===== src/rtl/spi_pkg.sv =====
// Shared types and constants for the SPI host link to the FPGA register file.
package spi_pkg;

  localparam int unsigned WORD_W    = 16;
  localparam int unsigned ADDR_W    = 10;
  localparam int unsigned CNT_W     = 8;   // half-period counter, CLK_DIV up to 255
  localparam int unsigned BIT_CNT_W = 5;   // counts 0..WORD_W samples
  localparam int unsigned GAP_W     = 9;   // holds 2*CLK_DIV-1 up to 509

  localparam logic [1:0] CMD_READ  = 2'b10;
  localparam logic [1:0] CMD_WRITE = 2'b01;
  localparam logic [1:0] CMD_NOP   = 2'b00;

  typedef enum logic [2:0] {
    ST_IDLE,
    ST_SETUP,
    ST_SHIFT,
    ST_HOLD,
    ST_GAP
  } state_e;

  // Command payload as presented on the valid/ready handshake.
  typedef struct packed {
    logic              last;
    logic [WORD_W-1:0] word;
  } cmd_t;

endpackage


===== src/rtl/spi_clk_gen.sv =====
// SPI serial clock generator: half-period counter with rise/fall strobes.
// rise_c/fall_c flag the SYS_CLK cycle whose closing edge toggles sclk.
module spi_clk_gen
  import spi_pkg::*;
#(
  parameter int unsigned CLK_DIV = 4
) (
  input  logic clk,
  input  logic rst,
  input  logic en,
  input  logic clr,
  output logic sclk,
  output logic rise_c,
  output logic fall_c
);

  localparam logic [CNT_W-1:0] CNT_MAX = CNT_W'(CLK_DIV - 1);

  logic [CNT_W-1:0] cnt_q, cnt_d;
  logic             sclk_q, sclk_d;
  logic             wrap_c;

  // Count half periods; disabled or cleared parks the clock low at count 0.
  always_comb begin
    wrap_c = en && (cnt_q == CNT_MAX);
    rise_c = wrap_c && !sclk_q;
    fall_c = wrap_c && sclk_q;
    cnt_d  = cnt_q;
    sclk_d = sclk_q;
    if (clr || !en) begin
      cnt_d  = '0;
      sclk_d = 1'b0;
    end else if (wrap_c) begin
      cnt_d  = '0;
      sclk_d = !sclk_q;
    end else begin
      cnt_d  = cnt_q + CNT_W'(1);
    end
  end

  // Counter and clock level registers.
  always_ff @(posedge clk) begin
    if (rst) begin
      cnt_q  <= '0;
      sclk_q <= 1'b0;
    end else begin
      cnt_q  <= cnt_d;
      sclk_q <= sclk_d;
    end
  end

  assign sclk = sclk_q;

endmodule


===== src/rtl/spi_host.sv =====
// SPI host: shifts 16-bit command words out MSB-first and returns the MISO word.
// Optional macro SPI_HOST_MISO_SYNC_EN: two-flop MISO synchroniser, sample
// point (and RSP_VALID) moved two SYS_CLK cycles later.
module spi_host
  import spi_pkg::*;
#(
  parameter int unsigned CLK_DIV = 4
) (
  input  logic              SYS_CLK,
  input  logic              SYS_RST,
  input  logic              CMD_VALID,
  output logic              CMD_READY,
  input  logic [WORD_W-1:0] CMD_WORD,
  input  logic              CMD_LAST,
  output logic              RSP_VALID,
  output logic [WORD_W-1:0] RSP_WORD,
  output logic              SPI_CLK,
  output logic              SSEL,
  output logic              MOSI,
  input  logic              MISO
);

  state_e                 state_q, state_d;
  logic [WORD_W-1:0]      tx_q, tx_d;
  logic [WORD_W-2:0]      rx_q, rx_d;
  logic [BIT_CNT_W-1:0]   bit_cnt_q, bit_cnt_d;
  logic [GAP_W-1:0]       gap_cnt_q, gap_cnt_d;
  logic                   last_q, last_d;
  logic                   first_q, first_d;
  logic                   ssel_q, ssel_d;
  logic                   rsp_valid_q, rsp_valid_d;
  logic [WORD_W-1:0]      rsp_word_q, rsp_word_d;
  logic                   rdy_en_q, rdy_en_d;

  cmd_t                   cmd_c;
  logic                   accept_c;
  logic                   done_c;
  logic                   clk_en_c;
  logic                   rise_c;
  logic                   fall_c;
  logic                   samp_c;
  logic                   miso_bit_c;

  assign cmd_c     = '{last: CMD_LAST, word: CMD_WORD};
  assign CMD_READY = rdy_en_q && ((state_q == ST_IDLE) || (state_q == ST_HOLD));
  assign accept_c  = CMD_VALID && CMD_READY;
  // The would-be 17th rise ends the word; the clock stays low instead.
  assign done_c    = (state_q == ST_SHIFT) && rise_c && (bit_cnt_q == BIT_CNT_W'(WORD_W));
  // Starting the counter on a HOLD accept puts the first rise CLK_DIV cycles later.
  assign clk_en_c  = (state_q == ST_SETUP) || (state_q == ST_SHIFT) ||
                     ((state_q == ST_HOLD) && accept_c);

  spi_clk_gen #(.CLK_DIV(CLK_DIV)) u_clk_gen (
    .clk    (SYS_CLK),
    .rst    (SYS_RST),
    .en     (clk_en_c),
    .clr    (done_c),
    .sclk   (SPI_CLK),
    .rise_c (rise_c),
    .fall_c (fall_c)
  );

`ifdef SPI_HOST_MISO_SYNC_EN
  logic [1:0] miso_sync_q, miso_sync_d;
  logic [2:0] fall_dly_q, fall_dly_d;

  // Synchronise MISO and delay the sample strobe to match.
  always_comb begin
    miso_sync_d = {miso_sync_q[0], MISO};
    fall_dly_d  = {fall_dly_q[1:0], fall_c};
  end

  // Synchroniser and strobe delay registers.
  always_ff @(posedge SYS_CLK) begin
    if (SYS_RST) begin
      miso_sync_q <= '0;
      fall_dly_q  <= '0;
    end else begin
      miso_sync_q <= miso_sync_d;
      fall_dly_q  <= fall_dly_d;
    end
  end

  assign samp_c     = fall_dly_q[2];
  assign miso_bit_c = miso_sync_q[1];
`else
  logic fall_dly_q, fall_dly_d;

  // Sample in the first cycle SPI_CLK reads low after a falling edge.
  always_comb begin
    fall_dly_d = fall_c;
  end

  // Sample strobe register.
  always_ff @(posedge SYS_CLK) begin
    if (SYS_RST) begin
      fall_dly_q <= 1'b0;
    end else begin
      fall_dly_q <= fall_dly_d;
    end
  end

  assign samp_c     = fall_dly_q;
  assign miso_bit_c = MISO;
`endif

  // Next-state, shifters, counters and registered outputs.
  always_comb begin
    state_d     = state_q;
    tx_d        = tx_q;
    rx_d        = rx_q;
    bit_cnt_d   = bit_cnt_q;
    gap_cnt_d   = gap_cnt_q;
    last_d      = last_q;
    first_d     = first_q;
    rsp_valid_d = 1'b0;
    rsp_word_d  = rsp_word_q;
    rdy_en_d    = 1'b1;

    if (samp_c) begin
      rx_d      = {rx_q[WORD_W-3:0], miso_bit_c};
      bit_cnt_d = bit_cnt_q + BIT_CNT_W'(1);
      if (bit_cnt_q == BIT_CNT_W'(WORD_W - 1)) begin
        rsp_valid_d = 1'b1;
        rsp_word_d  = {rx_q, miso_bit_c};
      end
    end

    if (rise_c) begin
      first_d = 1'b0;
      if (!first_q && !done_c) begin
        tx_d = {tx_q[WORD_W-2:0], 1'b0};
      end
    end

    case (state_q)
      ST_IDLE: begin
        if (accept_c) begin
          tx_d      = cmd_c.word;
          last_d    = cmd_c.last;
          first_d   = 1'b1;
          bit_cnt_d = '0;
          state_d   = ST_SETUP;
        end
      end
      ST_SETUP: begin
        if (rise_c) begin
          state_d = ST_SHIFT;
        end
      end
      ST_SHIFT: begin
        if (done_c) begin
          if (last_q) begin
            gap_cnt_d = GAP_W'(2 * CLK_DIV - 1);
            tx_d      = '0;
            state_d   = ST_GAP;
          end else begin
            state_d   = ST_HOLD;
          end
        end
      end
      ST_HOLD: begin
        if (accept_c) begin
          tx_d      = cmd_c.word;
          last_d    = cmd_c.last;
          first_d   = 1'b1;
          bit_cnt_d = '0;
          state_d   = ST_SHIFT;
        end
      end
      ST_GAP: begin
        if (gap_cnt_q == '0) begin
          state_d   = ST_IDLE;
        end else begin
          gap_cnt_d = gap_cnt_q - GAP_W'(1);
        end
      end
      default: begin
        state_d = ST_IDLE;
      end
    endcase

    ssel_d = (state_d == ST_IDLE) || (state_d == ST_GAP);
  end

  // State and datapath registers; reset drops any word in flight.
  always_ff @(posedge SYS_CLK) begin
    if (SYS_RST) begin
      state_q     <= ST_IDLE;
      tx_q        <= '0;
      rx_q        <= '0;
      bit_cnt_q   <= '0;
      gap_cnt_q   <= '0;
      last_q      <= 1'b0;
      first_q     <= 1'b0;
      ssel_q      <= 1'b1;
      rsp_valid_q <= 1'b0;
      rsp_word_q  <= '0;
      rdy_en_q    <= 1'b0;
    end else begin
      state_q     <= state_d;
      tx_q        <= tx_d;
      rx_q        <= rx_d;
      bit_cnt_q   <= bit_cnt_d;
      gap_cnt_q   <= gap_cnt_d;
      last_q      <= last_d;
      first_q     <= first_d;
      ssel_q      <= ssel_d;
      rsp_valid_q <= rsp_valid_d;
      rsp_word_q  <= rsp_word_d;
      rdy_en_q    <= rdy_en_d;
    end
  end

  assign SSEL      = ssel_q;
  assign MOSI      = tx_q[WORD_W-1];
  assign RSP_VALID = rsp_valid_q;
  assign RSP_WORD  = rsp_word_q;

endmodule


===== config.mk =====
export PLATFORM = sky130hd
export DESIGN_NAME = spi_host
export DESIGN_NICKNAME = d
export VERILOG_FILES = /design/src/rtl/spi_pkg.sv /design/src/rtl/spi_clk_gen.sv /design/src/rtl/spi_host.sv
export SDC_FILE = /design/constraint.sdc
export NUM_CORES = 1
export LEC_CHECK = 0
export BUFFER_PORTS_ARGS = -buffer_cell sky130_fd_sc_hd__buf_2
export CAP_MARGIN = 20
export CORE_ASPECT_RATIO = 1.75
export CORE_UTILIZATION = 40
export CTS_BUF_LIST = sky130_fd_sc_hd__clkbuf_8
export DETAILED_ROUTE_END_ITERATION = 7
export SYNTH_ARGS = -nofsm -noshare
export SYNTH_HDL_FRONTEND = slang
export SYNTH_SLANG_ARGS = --single-unit

===== constraint.sdc =====
create_clock -name SYS_CLK -period 3.95 [get_ports SYS_CLK]
set_input_delay 0 -clock SYS_CLK [delete_from_list [all_inputs] [get_ports SYS_CLK]]
set_output_delay 0 -clock SYS_CLK [all_outputs]
set_load 0.01 [all_outputs]

==> results of run 1 <==
flip-flops by register name, summed over array words and instances, names as in the netlist, 3 cells and up:
name and cells:
gap_cnt_q 9, u_clk_gen.cnt_q 8, bit_cnt_q 5, rx_q 15, RSP_WORD 16, tx_q 16
state_q 3
power breakdown:
group          switching [mW]  total, mW  internal (mW)  leakage (nW)
sequential            0.00912      0.821          0.812         0.640
clock                   0.281      0.646          0.365         0.113
combinational          0.0589      0.105         0.0457         0.700
total                   0.349       1.57           1.22          1.45
critical path: cells and delay by family (launching register included):
kind | cells | cell delay [ns]
fa+ha+maj | 1 | 0.23
compound gates | 1 | 0.22
buf+inv | 1 | 0.37
simple gates | 4 | 0.81
flops | 1 | 0.38
per-stage QoR:
stage	instance area (µm²)	setup WS, ns	hold slack, ns
after floorplan	3330	2.22	0.136
after global placement	3570	1.75	0.256
after detailed placement	3570	1.69	0.254
after CTS	3920	1.69	0.00141
after global routing	3940	1.65	0.0104
final	3940	1.84	0.0113
layer usage:
layer	part of all wire, %	vias up	global-route usage [%]	wire length (µm)
met5	0	-	0	0
li1	-	1379	-	-
met1	44	1223	18.1	2980
met3	3.4	7	3.94	227
met2	51	54	30.3	3410
met4	1.4	0	8.88	95
layout by cell type (no fill, tap or decap), types with 2 or more instances in the layout:
cell	synthesis	layout
and3_1	2	2
clkbuf_8	0	10
xor2_1	8	8
ha_1	5	5
and2_1	4	4
a21oi_1	21	21
nand3_1	5	5
o211ai_1	2	2
bufinv_16	0	2
a211oi_2	16	16
inv_1	8	9
a211oi_1	2	2
dfxtp_1	79	79
mux2i_1	16	16
buf_4	3	3
nand2_1	45	45
nor2b_1	2	2
o21ai_0	17	17
o211ai_2	2	2
or2_1	2	2
buf_2	6	41
nor2_1	60	60
nand4_1	3	3
dlygate4sd3_1	0	14
xnor2_1	7	7
clkinv_2	0	2
nor3_1	24	24
cell families (layout without fill, tap and decap cells):
group / after synthesis / after routing / synth area share [%]
compound gates: 68 / 68 / 15.3
xor+xnor: 15 / 15 / 3.95
fa+ha+maj: 5 / 5 / 1.88
buf+inv: 29 / 82 / 3.83
flops: 79 / 79 / 47.5
mux: 16 / 16 / 4.81
simple gates: 161 / 161 / 22.7
path summary, 6_finish.rpt:
check,startpoint,end,cells past startpoint
worst max-delay path,u_clk_gen.cnt_q[0],tx_q[5],7
worst min-delay path,CMD_WORD[3],tx_q[3],3
worst max register to register,u_clk_gen.cnt_q[0],tx_q[5],7
worst min register to register,gap_cnt_q[8],gap_cnt_q[8],2
layout make-up:
type / instances / share of cell area (%)
clock inverter: 5 / 1.87
timing repair buffer: 59 / 9.72
inverter: 8 / 0.763
clock buffer: 10 / 3.50
sequential: 79 / 40.2
tap: 90 / 2.86
multi-input combinational: 265 / 41.1
==> out/results.ini, run 1 <==
[setup_path]
crit_slowest_cell = dfxtp_1
r2r_slack_ns = 1.84
path_max_fanout = 30
worstPathCellList = ha_1 -> nor4b_2 -> nand2_2 -> nor4_4 -> buf_4 -> nor3_1 -> a211oi_2
crit_type = register to register
start_kind = register
cp_data_required_time_ns = 4.23
cp.arrival_ns = 2.39
cp-end-kind = register
slowest_delay_ns = 0.38

[routing]
route.detailed.drc = 1
vias = 2663
drt-initial-drc-count = 72
first_pass_iters = 6
wl_per_cell_um = 13.0
via_per_inst = 5.16
drtAntennaViolNets = 0
finalWirelength_um = 6710

[floorplanning]
rows = 43
fp.dieW_um = 71.0
die_area_um2 = 8700
core_area_um2 = 8020
floorplan.initialDensity_pct = 41.5
io_pins = 42
die_h_um = 123

[final_layout]
nFillCells = 765
num_antenna_cells = 0
ff_latch_area_um2 = 1580
final_util_pct = 49.1
multiInputGateArea_um2 = 1620
stdcell_count = 516
syn_to_final_growth_pct = 18.3
drive_above_1_share_pct = 20.0
fin_nets = 448

[synthesis]
synth_edf_count = 0
synth-seq-area-share_pct = 47.5
synth_top_area_share_pct = 47.5
synth-async-reset-ratio_pct = 0
synthTopCellsByArea = dfxtp_1 48%, nor2_1 6.8%, a211oi_2 6.0%, nand2_1 5.1%, mux2i_1 4.8%
synth_ff_type = dfxtp_1
synth_area_um2 = 3330
syn_inst = 373
synth_cell_types = 47
synth_nets = 399
yosysTopAreaCell = dfxtp_1
netlist_top_cells_count = 79 x dfxtp_1, 60 x nor2_1, 45 x nand2_1
ys_ff_latch = 79
avgSynthCellArea_um2 = 8.92
yosysWarnings = 0
yosysMostFrequentCell = dfxtp_1

[clocking]
tritoncts = yes
clk_latency_ns = 0.35
cts-root-buf = clkbuf_8
cts_resized = 0
htree_levels = 3
cts_num_sinks = 79
clkSlewWorstSetupHoldPaths_ns = 0.08
cts_buffer_depth = 2
cts_setup_buffers = 0
cts_buffers = 9
cts_hold_buf = 14

[placement]
dp_hpwl_um = 4510
io_buffers = 41
gp_congestion = 0.729
dp_cells = 486

[sta]
hold_viol = 0
period_minus_slack_ns = 2.11
maxSlewViolCount = 0
worst_slew_pin_slew_ns = 0.824
fmax_mhz = 474
period_share_pct = 53.4
fin_tns_setup_ns = 0
relSlewSlack_pct = 45.1
finalSetupViolCount = 0
rsz0062_at_grt = no
clock_skew_ns = 0.00797

[global_routing]
grt_max_degree = 47
grt-ovfl-total = 0
grt_pass1_wl_um = 11400
antenna_found_initial = 0
grt_pass1_vias = 2642
grt_usage_pct = 16.8

[pwr]
finalPower_mw = 1.57
irDropWorstVdd_mv = 0.236
p_leak_nw = 1.45
power_density_nw_per_um2 = 399

[flow_run]
maxCapViolCount = 0

[run_status]
outcome = finished, violations left
violations = design-rule violations

[hold_path]
min_path_type = input pin to register

Note: power is estimated with default switching activity, not from simulation.
==> run 2: changes to the inputs <==
Clock period 3.95 ns to 2.1 ns, I/O delays scaled along.
==> run 2 against run 1 <==
Effect of this change:
- the run still ends with design-rule violations left
- first-iteration DRC count is the same
- utilization up 1.4 points
- critical path depth rose by 2
- clock power grew 81%
- die area unchanged
- sequential share of layout area fell by 1.1 points
- maximum frequency is 9.1% higher
- sequential power grew 88%
- count of clock-buffer cells in the layout increased by 2
- design area grew 2.8%
- critical endpoint is now tx_q[13]
==> out/results.ini, run 2 (synthesis results as in run 1) <==
[global_routing]
grt_pass1_vias = 2532  ; -4.2%
grt-ovfl-total = 0  ; unchanged
grt_usage_pct = 16.3  ; -0.54 points
grt_max_degree = 43  ; -8.5%
antenna_found_initial = 0  ; unchanged
grt_pass1_wl_um = 11200  ; -2.2%

[setup_path]
cp_data_required_time_ns = 2.38  ; -1.85 ns
worstPathCellList = inv_1 -> ha_1 -> nor4b_1 -> and3_1 -> nor4_4 -> buf_4 -> buf_12 -> nor3_1 -> a211oi_2
start_kind = register
crit_type = register to register
crit_slowest_cell = dfxtp_1
path_max_fanout = 15  ; -50%
slowest_delay_ns = 0.39  ; about the same
cp-end-kind = register
cp.arrival_ns = 2.21  ; -0.18 ns

[final_layout]
multiInputGateArea_um2 = 1620  ; unchanged
final_util_pct = 50.5  ; +1.4 points
syn_to_final_growth_pct = 21.6
num_antenna_cells = 0  ; unchanged
nFillCells = 773  ; +1.0%
fin_nets = 458  ; +2.2%
ff_latch_area_um2 = 1580  ; unchanged
most-common-layout-cells = 79 x dfxtp_1, 60 x nor2_1, 45 x nand2_1
layout_commonest_cell = dfxtp_1
drive_above_1_share_pct = 20.6  ; +0.64 points

[routing]
via_per_inst = 5.16  ; about the same
drtAntennaViolNets = 0  ; unchanged
first_pass_iters = 6  ; unchanged
route.detailed.drc = 1  ; unchanged
wl_per_cell_um = 12.9  ; -0.38%
vias = 2719  ; +2.1%
finalWirelength_um = 6820  ; +1.7%
drt-initial-drc-count = 72  ; unchanged

[clocking]
cts_num_sinks = 79  ; unchanged
cts_buffers = 9  ; unchanged
cts_buffer_depth = 2  ; unchanged
htree_levels = 3  ; unchanged
clkSlewWorstSetupHoldPaths_ns = 0.07  ; about the same
cts-root-buf = clkbuf_8
clk_latency_ns = 0.35  ; about the same
tritoncts = yes
cts_resized = 0  ; unchanged

[floorplanning]
core_area_um2 = 8020  ; unchanged
io_pins = 42  ; unchanged
fp.dieW_um = 71.0  ; unchanged
die_h_um = 123  ; unchanged
floorplan.initialDensity_pct = 41.5  ; unchanged
die_area_um2 = 8700  ; unchanged
rows = 43  ; unchanged

[placement]
io_buffers = 41  ; unchanged
gp_congestion = 0.764  ; +4.7%
dp_hpwl_um = 4520  ; +0.30%

[sta]
fmax_mhz = 517  ; +9.1%
period_share_pct = 92.1  ; +39 points
finalSetupViolCount = 0  ; unchanged
rsz0062_at_grt = no
worst_slew_pin_slew_ns = 0.548  ; -0.276 ns
hold_viol = 0  ; unchanged
clock_skew_ns = 0.00583  ; -0.00214 ns
period_minus_slack_ns = 1.94  ; -0.175 ns
fin_tns_setup_ns = 0  ; unchanged
maxSlewViolCount = 0  ; unchanged
relSlewSlack_pct = 63.4  ; +18 points

[pwr]
p_leak_nw = 1.50  ; +3.4%
irDropWorstVdd_mv = 0.778  ; +230%
power_density_nw_per_um2 = 721  ; +81%

[flow_run]
maxCapViolCount = 0  ; unchanged

[hold_path]
min_path_type = input pin to register

[run_status]
violations = design-rule violations
outcome = finished, violations left

## run 2: changes by cell type in the layout (fill, tap and decap cells not counted)
| cell | delta |
|---|---|
| clkinvlp_4 | +1 |
| clkinv_2 | -2 |
| clkbuf_8 | +2 |
| buf_12 | +1 |
| buf_4 | +4 |
| inv_1 | +1 |
| clkbuf_16 | +1 |
| bufinv_16 | -1 |
| dlygate4sd3_1 | +5 |
| buf_8 | -1 |
## run 2: repair_timing
action / in CTS / in global routing
hold endpoints to repair: 21 / 0
buffers inserted: 0 / 1
endpoints found under the setup margin: 0 / 10
hold buffers: 19 / 0
## run 2: area by class of cell
class / count / area share (%)
Clock inverter: 4 / 1.11
Inverter: 8 / 0.742
Timing Repair Buffer: 69 / 12.2
Sequential cell: 79 / 39.1
Clock buffer: 12 / 4.08
Tap cell: 90 / 2.78
Multi-Input combinational cell: 265 / 40.0
## run 2: critical path, delay by kind of cell, from the launching register on
family / cells / cell delay (ns)
adder cells (fa/ha/maj): 1 / 0.18
AO/OA/AOI/OAI: 1 / 0.19
buffers and inverters: 3 / 0.38
AND/OR/NAND/NOR: 4 / 0.71
flip-flops: 1 / 0.39
## run 2: path summary, 6_finish.rpt
| kind | startpoint | end | slack, ns | cells after the start |
|---|---|---|---|---|
| hold / removal | CMD_VALID | state_q[0] | 0.11 | 5 |
| setup reg to reg | bit_cnt_q[0] | tx_q[13] | 0.16 | 9 |
| hold reg to reg | gap_cnt_q[8] | gap_cnt_q[8] | 0.43 | 2 |
| setup / recovery | bit_cnt_q[0] | tx_q[13] | 0.16 | 9 |
## run 2: per-layer routing
layer  track usage (%)  wire [µm]  up-vias  share of wire [%]
met5                 0          0        -                  0
met2              28.5       3480       46                 51
li1                  -          -     1396                  -
met3              4.11        228       13                3.3
met4              9.63        165        0                2.4
met1              17.6       2950     1264                 43
## run 2: stage by stage
stage                     total power [mW]  hold slack, ns  setup slack (ns)  instance area (µm²)  instances
after floorplan                       1.71           0.136             0.374                 3330        373
after global placement                1.75           0.249             0.233                 3610        490
after detailed placement              1.76           0.256             0.170                 3610        490
after CTS                             2.96          0.0900             0.158                 4010        525
after global routing                  3.04           0.139            0.0134                 4050        527
final                                 2.92           0.114             0.165                 4050        527
## run 2: power breakdown
group / internal [mW] / leakage [nW] / switching [mW]
Combinational: 0.0927 / 0.751 / 0.113
Clock: 0.638 / 0.111 / 0.530
Sequential: 1.53 / 0.640 / 0.0175
Total: 2.26 / 1.50 / 0.660
==> run 3: changes to the inputs <==
Settings changed: MAX_ROUTING_LAYER from default to met4.
==> run 3 against run 2 <==
Effect of this change:
- global-route usage is 0.45 points higher
- via count is 0.15% higher
- clock power hardly changed
- highest routed layer unchanged
- flip-flop and latch count stayed put
- total power hardly changed
- count of clock-buffer cells in the layout stayed put
- die area stayed put
- maximum frequency is 0.23% lower
- sequential share of layout area stayed put
- worst setup slack worse by 0.0045 ns
- the flow still finishes with violations (design-rule violations)
- cell count stayed put
==> out/results.ini, run 3 (synthesis results as in run 1) <==
[clocking]
cts_buffers = 9  ; unchanged
cts_num_sinks = 79  ; unchanged
cts_buffer_depth = 2  ; unchanged
htree_levels = 3  ; unchanged
tritoncts = yes
cts-root-buf = clkbuf_8
clk_latency_ns = 0.35  ; about the same
clkSlewWorstSetupHoldPaths_ns = 0.07  ; about the same

[routing]
route.detailed.drc = 1  ; unchanged
wl_per_cell_um = 13.0  ; +0.13%
first_pass_iters = 6  ; unchanged
finalWirelength_um = 6830  ; +0.13%
drtAntennaViolNets = 0  ; unchanged
via_per_inst = 5.17  ; +0.15%
drt-initial-drc-count = 64  ; -11%
vias = 2723  ; +0.15%

[placement]
placed_area_um2 = 3610  ; unchanged
dp_hpwl_um = 4520  ; unchanged
io_buffers = 41  ; unchanged
pre_cts_slack_ns = 0.170  ; unchanged
gp_congestion = 0.774  ; +1.3%

[setup_path]
path_max_fanout = 15  ; unchanged
r2r_slack_ns = 0.16  ; about the same
reg2reg_from = bit_cnt_q[0]
cp-startpoint = bit_cnt_q[0]
cp-end-kind = register
worstPathCellList = inv_1 -> ha_1 -> nor4b_1 -> and3_1 -> nor4_4 -> buf_4 -> buf_12 -> nor3_1 -> a211oi_2
endpoint = tx_q[13]
crit_slowest_cell = dfxtp_1
cp_data_required_time_ns = 2.38  ; about the same
cp_top_family = simple AND/OR/NAND/NOR gates
slowest_delay_ns = 0.39  ; about the same
cp_num_buf_inv = 3  ; unchanged
reg2reg_depth = 9  ; unchanged
start_kind = register
crit_type = register to register
cp.arrival_ns = 2.22  ; about the same
worstReg2RegEnd = tx_q[13]
cp.depth = 9  ; unchanged

[final_layout]
most-common-layout-cells = 79 x dfxtp_1, 60 x nor2_1, 45 x nand2_1
num_antenna_cells = 0  ; unchanged
postLayoutCellArea_um2 = 4050  ; unchanged
layout_commonest_cell = dfxtp_1
nFillCells = 773  ; unchanged
syn_to_final_growth_pct = 21.6  ; unchanged
fin_nets = 458  ; unchanged
drive_above_1_share_pct = 20.6  ; unchanged

[sta]
hold_viol = 0  ; unchanged
fin_tns_setup_ns = 0  ; unchanged
worst_slew_pin_slew_ns = 0.548  ; -0.0000794 ns
clock_skew_ns = 0.00630  ; +0.000472 ns
fmax_mhz = 516  ; -0.23%
maxSlewViolCount = 0  ; unchanged
relSlewSlack_pct = 63.4  ; about the same
rsz0062_at_grt = no
period_share_pct = 92.4  ; +0.21 points
finalSetupViolCount = 0  ; unchanged
layout_setup_ws_ns = 0.160  ; -0.00450 ns
period_minus_slack_ns = 1.94  ; +0.00450 ns
hold_ws_ns = 0.117  ; +0.00338 ns

[global_routing]
grt_max_degree = 43  ; unchanged
grt-ovfl-total = 0  ; unchanged
grt_pass1_vias = 2529  ; -0.12%
grt_usage_pct = 16.7  ; +0.45 points
grt_pass1_wl_um = 11200  ; +0.13%
antenna_found_initial = 0  ; unchanged

[pwr]
irDropWorstVdd_mv = 0.778  ; about the same
p_leak_nw = 1.50  ; unchanged
power_density_nw_per_um2 = 721  ; about the same

[floorplanning]
io_pins = 42  ; unchanged
rows = 43  ; unchanged
fp.dieW_um = 71.0  ; unchanged
core_area_um2 = 8020  ; unchanged
floorplan.initialDensity_pct = 41.5  ; unchanged
die_area_um2 = 8700  ; unchanged
die_h_um = 123  ; unchanged

[flow_run]
maxCapViolCount = 0  ; unchanged

[hold_path]
min-delay-start = CMD_VALID
min_path_type = input pin to register

[run_status]
outcome = finished, violations left
violations = design-rule violations

-- run 3: cell counts in the layout (fill, tap and decap cells not counted) --
No cell type changed its count.
-- run 3: tightest hold or removal path: stages --
cell      delay [ns]
buf_2           0.08
nand2_1         0.05
nor2_1          0.07
o21ai_0         0.09
o211ai_1        0.13
-- run 3: routing by layer --
metal  track usage, %  wire [µm]
met1             17.7       2980
met2             28.4       3510
met3             3.86        207
met4             9.63        135
met5                -          0
-- run 3: layout make-up --
type	instances	area [µm²]	area share (%)
Inverter	8	30.0	0.742
Clock buffer	12	165	4.08
Clock inverter	4	45.0	1.11
Timing Repair Buffer	69	493	12.2
Multi-Input combinational cell	265	1620	40.0
Tap cell	90	113	2.78
Sequential cell	79	1580	39.1
-- run 3: how the worst min path moves through the flow --
stage	endpoint	slack, ns	cells after the start
6_report	state_q[0]	0.12	5
5_1_grt	state_q[0]	0.14	5
4_1_cts	state_q[0]	0.09	5
3_5_place_dp	state_q[2]	0.26	2
3_3_place_gp	last_q	0.25	3
2_1_floorplan	last_q	0.14	2
-- run 3: per-stage QoR --
stage	util, %	power [mW]	instances
after floorplan	-	1.71	373
after global placement	45.1	1.75	490
after detailed placement	45.1	1.76	490
after CTS	50.1	2.96	525
after global routing	50.5	3.04	527
final	50.5	2.92	527
-- run 3: report_power, final --
| group | total [mW] | internal [mW] | switching, mW |
|---|---|---|---|
| clock | 1.17 | 0.638 | 0.529 |
| combinational | 0.206 | 0.0927 | 0.113 |
| sequential | 1.54 | 1.53 | 0.0175 |
-- run 3: repair_timing --
action / in CTS / in global routing
endpoints found under the hold margin: 21 / 0
setup endpoints to repair: 0 / 10
resized for setup: 0 / 0
setup buffers: 0 / 1
hold buffers: 19 / 0
